`src/rtl/tdm_pkg.sv`:
```
// Shared definitions for the TDM slot scheme: slot encodings, channel count,
// the legal slot rotation and the rotation-checker state type. The slot cycler
// on the transmit side imports this same package so both ends agree.
package tdm_pkg;

    localparam int NUM_CH = 3;

    localparam logic [1:0] SLOT_CH0 = 2'b10;
    localparam logic [1:0] SLOT_CH1 = 2'b01;
    localparam logic [1:0] SLOT_CH2 = 2'b00;
    localparam logic [1:0] SLOT_BAD = 2'b11;

    typedef enum logic {
        UNSYNC,
        LOCK
    } chk_state_t;

    // Successor in the legal rotation 10 -> 01 -> 00 -> 10.
    // The illegal encoding has no successor and maps to itself.
    function automatic logic [1:0] succ(input logic [1:0] slot);
        case (slot)
            SLOT_CH0: return SLOT_CH1;
            SLOT_CH1: return SLOT_CH2;
            SLOT_CH2: return SLOT_CH0;
            default:  return SLOT_BAD;
        endcase
    endfunction

    function automatic logic slot_legal(input logic [1:0] slot);
        return slot != SLOT_BAD;
    endfunction

    // Slot encoding that addresses a given channel index.
    function automatic logic [1:0] ch_slot(input int unsigned ch);
        case (ch)
            0:       return SLOT_CH0;
            1:       return SLOT_CH1;
            default: return SLOT_CH2;
        endcase
    endfunction

endpackage

```
`src/rtl/tdm_fifo.sv`:
```
// Per-channel receive FIFO. A push is accepted when there is room, or when
// the FIFO is full but a pop frees an entry in the same cycle. Pushes that
// cannot be accepted are silently ignored; the parent detects that case.
module tdm_fifo #(
    parameter int W     = 8,
    parameter int DEPTH = 4
) (
    input  logic                     clk,
    input  logic                     rst_n,
    input  logic                     push,
    input  logic [W-1:0]             data_in,
    input  logic                     pop,
    output logic [W-1:0]             data_out,
    output logic [$clog2(DEPTH):0]   count,
    output logic                     full,
    output logic                     empty
);

    localparam int AW = $clog2(DEPTH);
    localparam int CW = AW + 1;

    logic [W-1:0]  mem [DEPTH];
    logic [AW-1:0] wr_ptr;
    logic [AW-1:0] rd_ptr;
    logic          do_push;
    logic          do_pop;

    assign full     = (count == CW'(DEPTH));
    assign empty    = (count == '0);
    assign do_pop   = pop && !empty;
    assign do_push  = push && (!full || do_pop);
    assign data_out = mem[rd_ptr];

    // Storage array carries no reset; an empty count makes its contents irrelevant.
    always_ff @(posedge clk) begin
        if (do_push) begin
            mem[wr_ptr] <= data_in;
        end
    end

    // Pointers wrap naturally because DEPTH is a power of two.
    always_ff @(posedge clk or negedge rst_n) begin
        if (!rst_n) begin
            wr_ptr <= '0;
            rd_ptr <= '0;
            count  <= '0;
        end else begin
            if (do_push) begin
                wr_ptr <= wr_ptr + AW'(1);
            end
            if (do_pop) begin
                rd_ptr <= rd_ptr + AW'(1);
            end
            case ({do_push, do_pop})
                2'b10:   count <= count + CW'(1);
                2'b01:   count <= count - CW'(1);
                default: count <= count;
            endcase
        end
    end

endmodule

```
`src/rtl/tdm_demux.sv`:
```
// Receive endpoint of the TDM interconnect: decodes the slot select, steers
// valid beats into one FIFO per channel, tracks sticky overflow, and checks
// that the select follows the legal rotation.
module tdm_demux
    import tdm_pkg::*;
#(
    parameter int W     = 8,
    parameter int DEPTH = 4
) (
    input  logic                 clk,
    input  logic                 rst_n,
    input  logic [1:0]           s,
    input  logic                 bus_valid,
    input  logic [W-1:0]         bus_data,
    output logic [NUM_CH*W-1:0]  out_data,
    output logic [NUM_CH-1:0]    out_valid,
    input  logic [NUM_CH-1:0]    out_ready,
    output logic                 locked,
    output logic                 seq_err,
    output logic [NUM_CH-1:0]    ovf
);

    logic [NUM_CH-1:0] push_req;
    logic [NUM_CH-1:0] pop_req;
    logic [NUM_CH-1:0] drop;

    chk_state_t state;
    chk_state_t state_nxt;
    logic [1:0] expected;
    logic [1:0] expected_nxt;
    logic       seq_err_nxt;

    for (genvar c = 0; c < NUM_CH; c++) begin : g_ch
        logic [$clog2(DEPTH):0] fifo_count;
        logic                   fifo_full;
        logic                   fifo_empty;

        // Steering ignores the checker, so a misrotated legal slot still routes.
        assign push_req[c]  = bus_valid && (s == ch_slot(c));
        assign pop_req[c]   = out_ready[c] && (fifo_count != '0);
        assign out_valid[c] = !fifo_empty;
        assign drop[c]      = push_req[c] && fifo_full && !pop_req[c];

        tdm_fifo #(
            .W     (W),
            .DEPTH (DEPTH)
        ) u_fifo (
            .clk      (clk),
            .rst_n    (rst_n),
            .push     (push_req[c]),
            .data_in  (bus_data),
            .pop      (pop_req[c]),
            .data_out (out_data[c*W +: W]),
            .count    (fifo_count),
            .full     (fifo_full),
            .empty    (fifo_empty)
        );
    end

    // Overflow flags are sticky until reset; illegal slots never reach a FIFO.
    always_ff @(posedge clk or negedge rst_n) begin
        if (!rst_n) begin
            ovf <= '0;
        end else begin
            ovf <= ovf | drop;
        end
    end

    // Rotation checker registers: state, expected next slot, error pulse.
    always_ff @(posedge clk or negedge rst_n) begin
        if (!rst_n) begin
            state    <= UNSYNC;
            expected <= SLOT_CH0;
            seq_err  <= 1'b0;
        end else begin
            state    <= state_nxt;
            expected <= expected_nxt;
            seq_err  <= seq_err_nxt;
        end
    end

    // Rotation checker next-state: lock on any legal slot, resync on misrotation.
    always_comb begin
        state_nxt    = state;
        expected_nxt = expected;
        seq_err_nxt  = 1'b0;
        case (state)
            UNSYNC: begin
                if (slot_legal(s)) begin
                    state_nxt    = LOCK;
                    expected_nxt = succ(s);
                end
            end
            LOCK: begin
                if (!slot_legal(s)) begin
                    state_nxt   = UNSYNC;
                    seq_err_nxt = 1'b1;
                end else begin
                    expected_nxt = succ(s);
                    if (s != expected) begin
                        seq_err_nxt = 1'b1;
                    end
                end
            end
            default: begin
                state_nxt = UNSYNC;
            end
        endcase
    end

    assign locked = (state == LOCK);

endmodule
```
`config.mk`:
```
export PLATFORM = sky130hd
export DESIGN_NAME = tdm_demux
export DESIGN_NICKNAME = d
export VERILOG_FILES = /design/src/rtl/tdm_pkg.sv /design/src/rtl/tdm_fifo.sv /design/src/rtl/tdm_demux.sv
export SDC_FILE = /design/constraint.sdc
export NUM_CORES = 1
export LEC_CHECK = 0
export CAP_MARGIN = 20
export CORE_MARGIN = 2
export CORE_UTILIZATION = 51
export CTS_BUF_LIST = sky130_fd_sc_hd__clkbuf_16
export CTS_CLUSTER_DIAMETER = 120
export CTS_CLUSTER_SIZE = 24
export DETAILED_ROUTE_END_ITERATION = 12
export GPL_TIMING_DRIVEN = 1
export PLACE_DENSITY = 0.74
export SYNTH_ARGS = -nofsm -noshare
export SYNTH_HDL_FRONTEND = slang
export SYNTH_SLANG_ARGS = --single-unit
```
`constraint.sdc`:
```
create_clock -name clk -period 1.9 [get_ports clk]
set_input_delay 0.285 -clock clk [delete_from_list [all_inputs] [get_ports clk]]
set_output_delay 0.285 -clock clk [all_outputs]
set_load 0.02 [all_outputs]
```
==> results.cfg, run 1 <==
[grt]
gr-total-overflow = 0
busiest_layer = met2
grt_max_degree = 29
grt_pass1_wl_um = 15100
grtUsageMet1_pct = 22.7
met2_usage_pct = 32.2
met3_usage_pct = 4.82
grt_pass1_vias = 2918
grt_antenna_before_repair = 0
grt_usage_pct = 18.8

[synthesis]
synth-compound-area-share_pct = 3.03
async_reset_ff_share_pct = 22.6
netlist_instances = 283
synth.area.mux_share_pct = 11.2
synth_top_flop_cell = edfxtp_1
yosysTopAreaCell = edfxtp_1
synth_adder_area_share_pct = 5.82
syn_nets = 321
synth_area_um2 = 5110
yosysWarnings = 0
synth.area.top_cells = edfxtp_1 56%, dfrtp_1 13%, mux4_2 11%
yosysSeqAreaShare_pct = 70.1
post_synth_and_or_nand_nor_area_fraction_pct = 4.79
ys_ff_latch = 124
synthXorXnorAreaFrac_pct = 2.91
syn_avg_cell_area_um2 = 18.1
synth_top_family_by_area = multiplexers
synth_top_area_share_pct = 56.4
synth_edf_count = 96
synth.distinct_cells = 37

[power]
power.leakage_nw = 2.69
power_density_nw_per_um2 = 1500
ir_drop_v = 0.000932

[final_layout]
syn2layout_area_growth_pct = 37.2
antenna_cells = 0
seqCellArea_um2 = 3590
final_area_um2 = 7020
final_layout_size_suffix_gt1_share_pct = 40.4
fillers = 627
multi_input_area_um2 = 1490
layout.nets = 438

[drt]
drc = 0
antenna_left = 0
dr.pass1.iters = 4
wl_per_cell_um = 17.3
viasPerCell = 5.18
vias = 2827
drtIter0Drc = 140
wl_um = 9460

[clocking]
insertion_delay_ns = 0.41
cts_root_buffer = clkbuf_16
clockBufferDepth = 2
tritoncts = yes
clkTransAtPathRegs_ns = 0.06
cts_hold_buf = 0
h-tree-depth = 4
cts.sinks = 124
cts_buffers = 17

[placed_design]
dpl_worst_slack_ns = -0.541
dp_hpwl_um = 5900
place_congestion = 0.751
port_buffers = 47
dpl-instance-area_um2 = 6310

[floorplan]
io_pins = 48
initial_core_util_pct = 52.3
coreArea_um2 = 9770
die_h_um = 104
dieArea_um2 = 10800
die_w_um = 104
fp-row-count = 36

[worst_setup_path]
max_stage_delay_ns = 0.55
path_delay_family = multiplexers
critPathSlowestCell = mux4_2
start_kind = register
path_buf_inv = 2
rrSetupSlack_ns = 0.01
path_max_fanout = 8
end_kind = output pin
critPathRequiredTime_ns = 1.62
cp.arrival_ns = 1.69
crit_chain = buf_12 -> mux4_2 -> buf_6
path_class = register to output pin

[timing]
period_share_pct = 104
hold_ws_ns = 0.250
finalSetupViolations = 20
tns_ns = -0.446
grt_setup_unrepaired = true
fin_skew_ns = 0.00735
tightest_slew_ns = 0.453
timing.slew.headroom_pct = 69.7
setup_ws_ns = -0.0764
finalMaxSlewViolations = 0
hold_viol = 0
max_freq_mhz = 506
finalCriticalPeriod_ns = 1.98

[job]
drv_cap = 0

[status]
violations = setup timing
status = finished with violations

[worst_hold_path]
hold_path_class = input port to async pin
power by group:
group / total [mW] / switching [mW] / internal [mW]
Clock: 3.04 / 1.23 / 1.82
Sequential: 3.70 / 0.372 / 3.33
Combinational: 3.77 / 1.66 / 2.12
Total: 10.5 / 3.26 / 7.27
sequential cells by signal, summed over array words and instances (netlist names):
| register | flops |
|---|---|
| expected | 2 |
| g_ch.u_fifo.count | 9 |
| g_ch.u_fifo.mem | 96 |
| g_ch.u_fifo.rd_ptr | 6 |
| g_ch.u_fifo.wr_ptr | 6 |
| locked | 1 |
| ovf | 3 |
| seq_err | 1 |
stage by stage:
step / total power, mW / std cells / utilization (%)
final: 10.5 / 546 / 71.8
after global routing: 11.1 / 546 / 71.8
after CTS: 10.4 / 541 / 70.7
after detailed placement: 7.23 / 503 / 64.6
after global placement: 7.12 / 503 / 64.6
after floorplan: 5.64 / 283 / -
cell usage in the layout (no fill, tap or decap), drive strengths merged, types with 2 or more instances in the layout:
cell,n
nor2,6
xnor2,8
o31a,4
xor2,9
o311ai,2
ha,19
edfxtp,96
or3,3
a31oi,2
clkbuf,18
buf,85
inv,27
o21ai,5
dfrtp,27
mux2,3
a31o,3
clkinvlp,5
fa,3
dlymetal6s2s,2
nand2,11
mux4,24
and2,12
clkdlybuf4s50,17
nand4,2
nor4b,3
clkinv,2
kinds of logic after synthesis:
logic type               count (synthesis)
multiplexers                            27
flip-flops                             124
adder cells (fa/ha/maj)                 22
XOR/XNOR                                17
AND/OR/NAND/NOR                         44
AO/OA/AOI/OAI                           21
buffers and inverters                   28
metal layers:
metal  part of all wire (%)  vias up
met4                    1.3        0
met5                      0        -
met2                     53       62
met1                     42     1427
li1                       -     1327
met3                    3.6       11
cell type report:
| type | count | area share (%) |
|---|---|---|
| Clock inverter | 15 | 2.00 |
| Tap cell | 133 | 2.37 |
| Inverter | 20 | 1.07 |
| Clock buffer | 17 | 6.06 |
| Timing Repair Buffer | 106 | 16.2 |
| Sequential cell | 124 | 51.1 |
| Multi-Input combinational cell | 131 | 21.2 |
what timing repair did:
item | in CTS | in global routing
gates cloned | 0 | 1
resized for setup | 144 | 21
pin swaps | 6 | 7
buffers inserted | 6 | 4
endpoints found under the setup margin | 29 | 29
cells in the mapped netlist (all sizes together) (5+ instances only):
cell type and count:
nor2 6, ha 19, nand2 11, buf 6, mux4 24, xor2 9
xnor2 8, edfxtp 96, dfrtp 27, and2 12, o21ai 5, inv 20
worst paths after layout:
path,startpoint,to,depth (start not counted)
setup / recovery,g_ch[1].u_fifo.rd_ptr[0],out_data[15],3
hold / removal,rst_n,g_ch[2].u_fifo.count[0],2
setup reg to reg,g_ch[1].u_fifo.count[1],g_ch[1].u_fifo.count[2],9
hold reg to reg,ovf[2],ovf[2],1
max in group asynchronous,rst_n,expected[1],2
min in group clk,s[0],expected[1],4
Note: power is estimated with default switching activity, not from simulation.
==> inputs of run 2 (changes only) <==
PLACE_DENSITY = 0.71   (was 0.74)
clock period = 2 ns   (was 1.9 ns; I/O delays follow)
==> run 2 against run 1 <==
Compared with the run above:
- the run now ends clean
- core utilization is 2.6 points lower
- die area unchanged
- clock power shrank 8.9%
- global-route usage decreased by 0.35 points
- register-to-register slack better by 0.09 ns
- clock-buffer cell count did not move
- non-clock buffer count is 12 lower
- via count shrank 1.7%
- critical endpoint is now out_valid[1]
==> results.cfg, run 2 (synthesis results as in run 1) <==
[floorplan]
coreArea_um2 = 9770
initial_core_util_pct = 52.3
dieArea_um2 = 10800
die_h_um = 104
io_pins = 48
die_w_um = 104
fp-row-count = 36

[power]
netSwitchingPower_mw = 2.80
power.leakage_nw = 2.61
seqPwrFrac_pct = 37.8
ir_drop_v = 0.000785
power_density_nw_per_um2 = 1380
intPower_mw = 6.55
p_clk_share_pct = 29.6
p_comb_share_pct = 32.6
p_sw_share_pct = 29.9

[final_layout]
syn2layout_area_growth_pct = 32.3
final_common_cell = edfxtp_1
most-common-layout-cells = 96 x edfxtp_1, 33 x buf_4, 26 x dfrtp_1
final_layout_size_suffix_gt1_share_pct = 36.2
antenna_cells = 0
layout.nets = 426
regMostFlops = g_ch.u_fifo.mem
largest_reg_flops = 96
reg_top3 = g_ch.u_fifo.mem: 96 flops, g_ch.u_fifo.count: 9 flops
final_area_um2 = 6770

[worst_setup_path]
crit_chain = buf_4 -> or3_1 -> dlygate4sd2_1
end_kind = output pin
cp.arrival_ns = 1.65
critPathSlowestCell = dfrtp_1
rr_worst_depth = 5
path_max_fanout = 4
start_kind = register
max_stage_delay_ns = 0.40
path_class = register to output pin
r2r_start = g_ch[2].u_fifo.count[2]
r2r_end = g_ch[2].u_fifo.count[2]
critPathRequiredTime_ns = 1.70
rrSetupSlack_ns = 0.10

[timing]
finalSetupViolations = 0
max_freq_mhz = 514
hold_viol = 0
tightest_slew_ns = 0.457
tns_ns = 0
finalCriticalPeriod_ns = 1.95
finalMaxSlewViolations = 0
grt_setup_unrepaired = true
period_share_pct = 97.3
fin_skew_ns = 0.0114
timing.slew.headroom_pct = 69.1

[worst_hold_path]
hold_path_class = input port to async pin

[drt]
drc = 0
vias = 2780
wl_per_cell_um = 16.6
viasPerCell = 5.21
antenna_left = 0
dr.pass1.iters = 4
wl_um = 8850
drtIter0Drc = 166

[status]
status = finished, final reports clean

[clocking]
clkTransAtPathRegs_ns = 0.05
clockBufferDepth = 2
h-tree-depth = 4
tritoncts = yes
cts_hold_buf = 0
insertion_delay_ns = 0.40
cts.sinks = 124
cts_root_buffer = clkbuf_16
cts_buffers = 17

[placed_design]
port_buffers = 47
dp_hpwl_um = 5830
place_congestion = 0.715
dpl-instance-area_um2 = 6260

[grt]
grt_antenna_before_repair = 0
grt_pass1_vias = 2987
gr-total-overflow = 0
grt_max_degree = 29
grt_usage_pct = 18.5
grt_pass1_wl_um = 15000

[job]
drv_cap = 0
[run 2: cell types whose count changed in the layout (fill, tap and decap cells not counted), moves of 3 or more]
cell	delta
buf_6	-21
buf_4	-9
buf_2	+17
inv_6	-5
inv_1	+5
clkinv_2	+3
clkinvlp_4	-5
[run 2: through the flow]
stage	hold slack, ns	power, mW	utilization [%]	std cells	worst slack [ns]
finish	0.273	9.34	69.2	534	0.0544
CTS	0.273	9.35	68.6	533	0.00579
global placement	0.450	6.71	64.0	500	-0.389
floorplan	0.00441	5.34	-	283	-0.0129
global route	0.299	9.88	69.2	534	-0.0147
detailed placement	0.455	6.79	64.0	500	-0.456
[run 2: worst max-delay path by stage]
stage                                        from                      end  slack [ns]  cells past startpoint
after floorplan                              s[0]  g_ch[2].u_fifo.count[2]       -0.01                      8
after global placement                       s[0]  g_ch[2].u_fifo.count[2]       -0.39                      8
after detailed placement                     s[1]  g_ch[1].u_fifo.count[2]       -0.46                     13
after CTS                                    s[1]  g_ch[1].u_fifo.count[2]       0.006                     13
after global routing      g_ch[1].u_fifo.count[0]  g_ch[1].u_fifo.count[2]       -0.01                      9
final                     g_ch[1].u_fifo.count[1]             out_valid[1]        0.05                      3
[run 2: cell type report]
type	instances	area [um2]
Multi-Input combinational cell	131	1500
Sequential cell	124	3590
Timing Repair Buffer	94	900
Clock buffer	17	425
Inverter	20	75.1
Fill cell	677	3010
Clock inverter	15	119
Tap cell	133	166
[run 2: worst max-delay path: cells and delay by family (launching register included)]
kind	cells	cell delay, ns
buffers and inverters	2	0.48
DFF	1	0.40
and+or+nand+nor	1	0.36
[run 2: per-layer routing]
| layer | routed length, um | GRT usage, % |
|---|---|---|
| met5 | 0 | 0 |
| met1 | 3720 | 22.4 |
| met3 | 461 | 5.58 |
| met2 | 4470 | 30.1 |
| met4 | 193 | 9.75 |
[run 2: timing repair]
item                                    in CTS  in global routing
gates resized for setup                    102                 21
endpoints found under the setup margin      29                  8
setup buffers                                1                  1
pin swaps                                    1                  8
[run 2: power by group through the flow]
stage                     clock (mW)  combinational, mW  sequential (mW)
after CTS                       2.83               3.00             3.52
after floorplan                    0               1.90             3.44
after global routing            2.97               3.33             3.58
after global placement             0               3.17             3.54
final                           2.77               3.05             3.53
after detailed placement           0               3.23             3.56
==> inputs of run 3 (changes only) <==
MAX_ROUTING_LAYER = met4   (was default)
==> run 3 against run 2 <==
Compared with the run above:
- critical path depth stayed put
- register-to-register slack is essentially flat
- global-route usage grew 0.58 points
- flip-flop and latch count unchanged
- clock skew about the same
- power is 0.17% higher
- clock power about the same
- core utilization barely moved
- clock-buffer cell count stayed put
- maximum frequency shrank 0.10%
- sequential power hardly changed
- largest power group unchanged
==> results.cfg, run 3 (synthesis results as in run 1) <==
[status]
status = finished, final reports clean

[worst_setup_path]
end_kind = output pin
path_class = register to output pin
critPathRequiredTime_ns = 1.70
path_max_fanout = 8
cp.arrival_ns = 1.65
critPathSlowestCell = mux4_2
max_stage_delay_ns = 0.53
start_kind = register
crit_chain = buf_12 -> mux4_2 -> buf_6

[grt]
grt_antenna_before_repair = 0
grt_pass1_vias = 2987
gr-total-overflow = 0
grt_max_degree = 29
grt_usage_pct = 19.1
grt_pass1_wl_um = 15000

[timing]
tns_ns = 0
fin_skew_ns = 0.0118
tightest_slew_ns = 0.457
period_share_pct = 97.4
hold_viol = 0
max_freq_mhz = 513
hold_ws_ns = 0.265
finalSetupViolations = 0
finalMaxSlewViolations = 0
finalCriticalPeriod_ns = 1.95
timing.slew.headroom_pct = 69.1
grt_setup_unrepaired = true

[drt]
wl_um = 8940
routed-wl-met2_um = 4510
wl_per_cell_um = 16.7
dr_wl_met3_um = 491
viasPerCell = 5.24
met1_length_um = 3750
drc = 0
antenna_left = 0
highest_layer = met4
vias = 2797
drtIter0Drc = 147
dr.pass1.iters = 4

[final_layout]
antenna_cells = 0
final_area_um2 = 6770
syn2layout_area_growth_pct = 32.3
layout.nets = 426
reg_top3 = g_ch.u_fifo.mem: 96 flops, g_ch.u_fifo.count: 9 flops
largest_reg_flops = 96
final_common_cell = edfxtp_1
final_layout_size_suffix_gt1_share_pct = 36.2
regMostFlops = g_ch.u_fifo.mem
most-common-layout-cells = 96 x edfxtp_1, 33 x buf_4, 26 x dfrtp_1

[floorplan]
initial_core_util_pct = 52.3
fp-row-count = 36
coreArea_um2 = 9770
io_pins = 48
dieArea_um2 = 10800
die_w_um = 104
die_h_um = 104

[power]
ir_drop_v = 0.000792
power_density_nw_per_um2 = 1380
power.leakage_nw = 2.61

[clocking]
clockBufferDepth = 2
cts.sinks = 124
tritoncts = yes
h-tree-depth = 4
cts_root_buffer = clkbuf_16
insertion_delay_ns = 0.41
cts_buffers = 17
clkTransAtPathRegs_ns = 0.05

[placed_design]
dp_hpwl_um = 5830
port_buffers = 47
place_congestion = 0.723
dpl-instance-area_um2 = 6260

[worst_hold_path]
hold_path_class = input port to async pin

[job]
drv_cap = 0
[run 3: cell types whose count changed in the layout (fill, tap and decap cells not counted)]
cell	delta
clkdlybuf4s15_1	+1
dlygate4sd2_1	-1
[run 3: report_power, final]
group	internal [mW]	total (mW)	switching [mW]	leakage [nW]
logic	1.60	3.06	1.46	1.12
registers	3.17	3.53	0.361	1.19
clock network	1.78	2.77	0.992	0.293
[run 3: critical path, delay by kind of cell, from the launching register on]
kind | cells | cell delay [ns]
flip-flops | 1 | 0.39
multiplexers | 1 | 0.53
buffers and inverters | 2 | 0.30
[run 3: routing by layer]
| metal | GRT usage (%) | up-vias |
|---|---|---|
| li1 | - | 1296 |
| met1 | 22.5 | 1401 |
| met2 | 30.1 | 85 |
| met3 | 5.70 | 15 |
| met4 | 9.46 | 0 |
| met5 | - | - |
[run 3: what timing repair did]
item,in CTS,in global routing
endpoints found under the hold margin,0,0
setup endpoints to repair,29,9
buffers inserted,1,1
resized for setup,102,22
hold buffers,0,0
pin swaps,1,8
[run 3: worst paths after layout]
check	slack, ns	endpoint	from	depth (start not counted)
max	0.05	out_data[16]	g_ch[2].u_fifo.rd_ptr[0]	3
min	0.27	g_ch[1].u_fifo.count[2]	rst_n	2
max reg2reg	0.10	g_ch[2].u_fifo.count[2]	g_ch[2].u_fifo.count[2]	5
min reg2reg	0.47	ovf[0]	ovf[0]	1
max in group asynchronous	1.42	expected[1]	rst_n	2
min in group clk	0.32	expected[1]	s[0]	4
[run 3: final cells by class]
class / instances / area, um2
Clock buffer: 17 / 425
Clock inverter: 15 / 119
Inverter: 20 / 75.1
Fill cell: 677 / 3010
Sequential cell: 124 / 3590
Timing Repair Buffer: 94 / 901
Tap cell: 133 / 166
Multi-Input combinational cell: 131 / 1500
[run 3: metrics by stage]
stage	setup WS (ns)	utilization, %	power (mW)	cells
floorplan	-0.0129	-	5.34	283
global placement	-0.389	64.0	6.71	500
detailed placement	-0.456	64.0	6.79	500
CTS	0.00579	68.6	9.35	533
global route	-0.0147	69.2	9.88	534
finish	0.0524	69.2	9.36	534
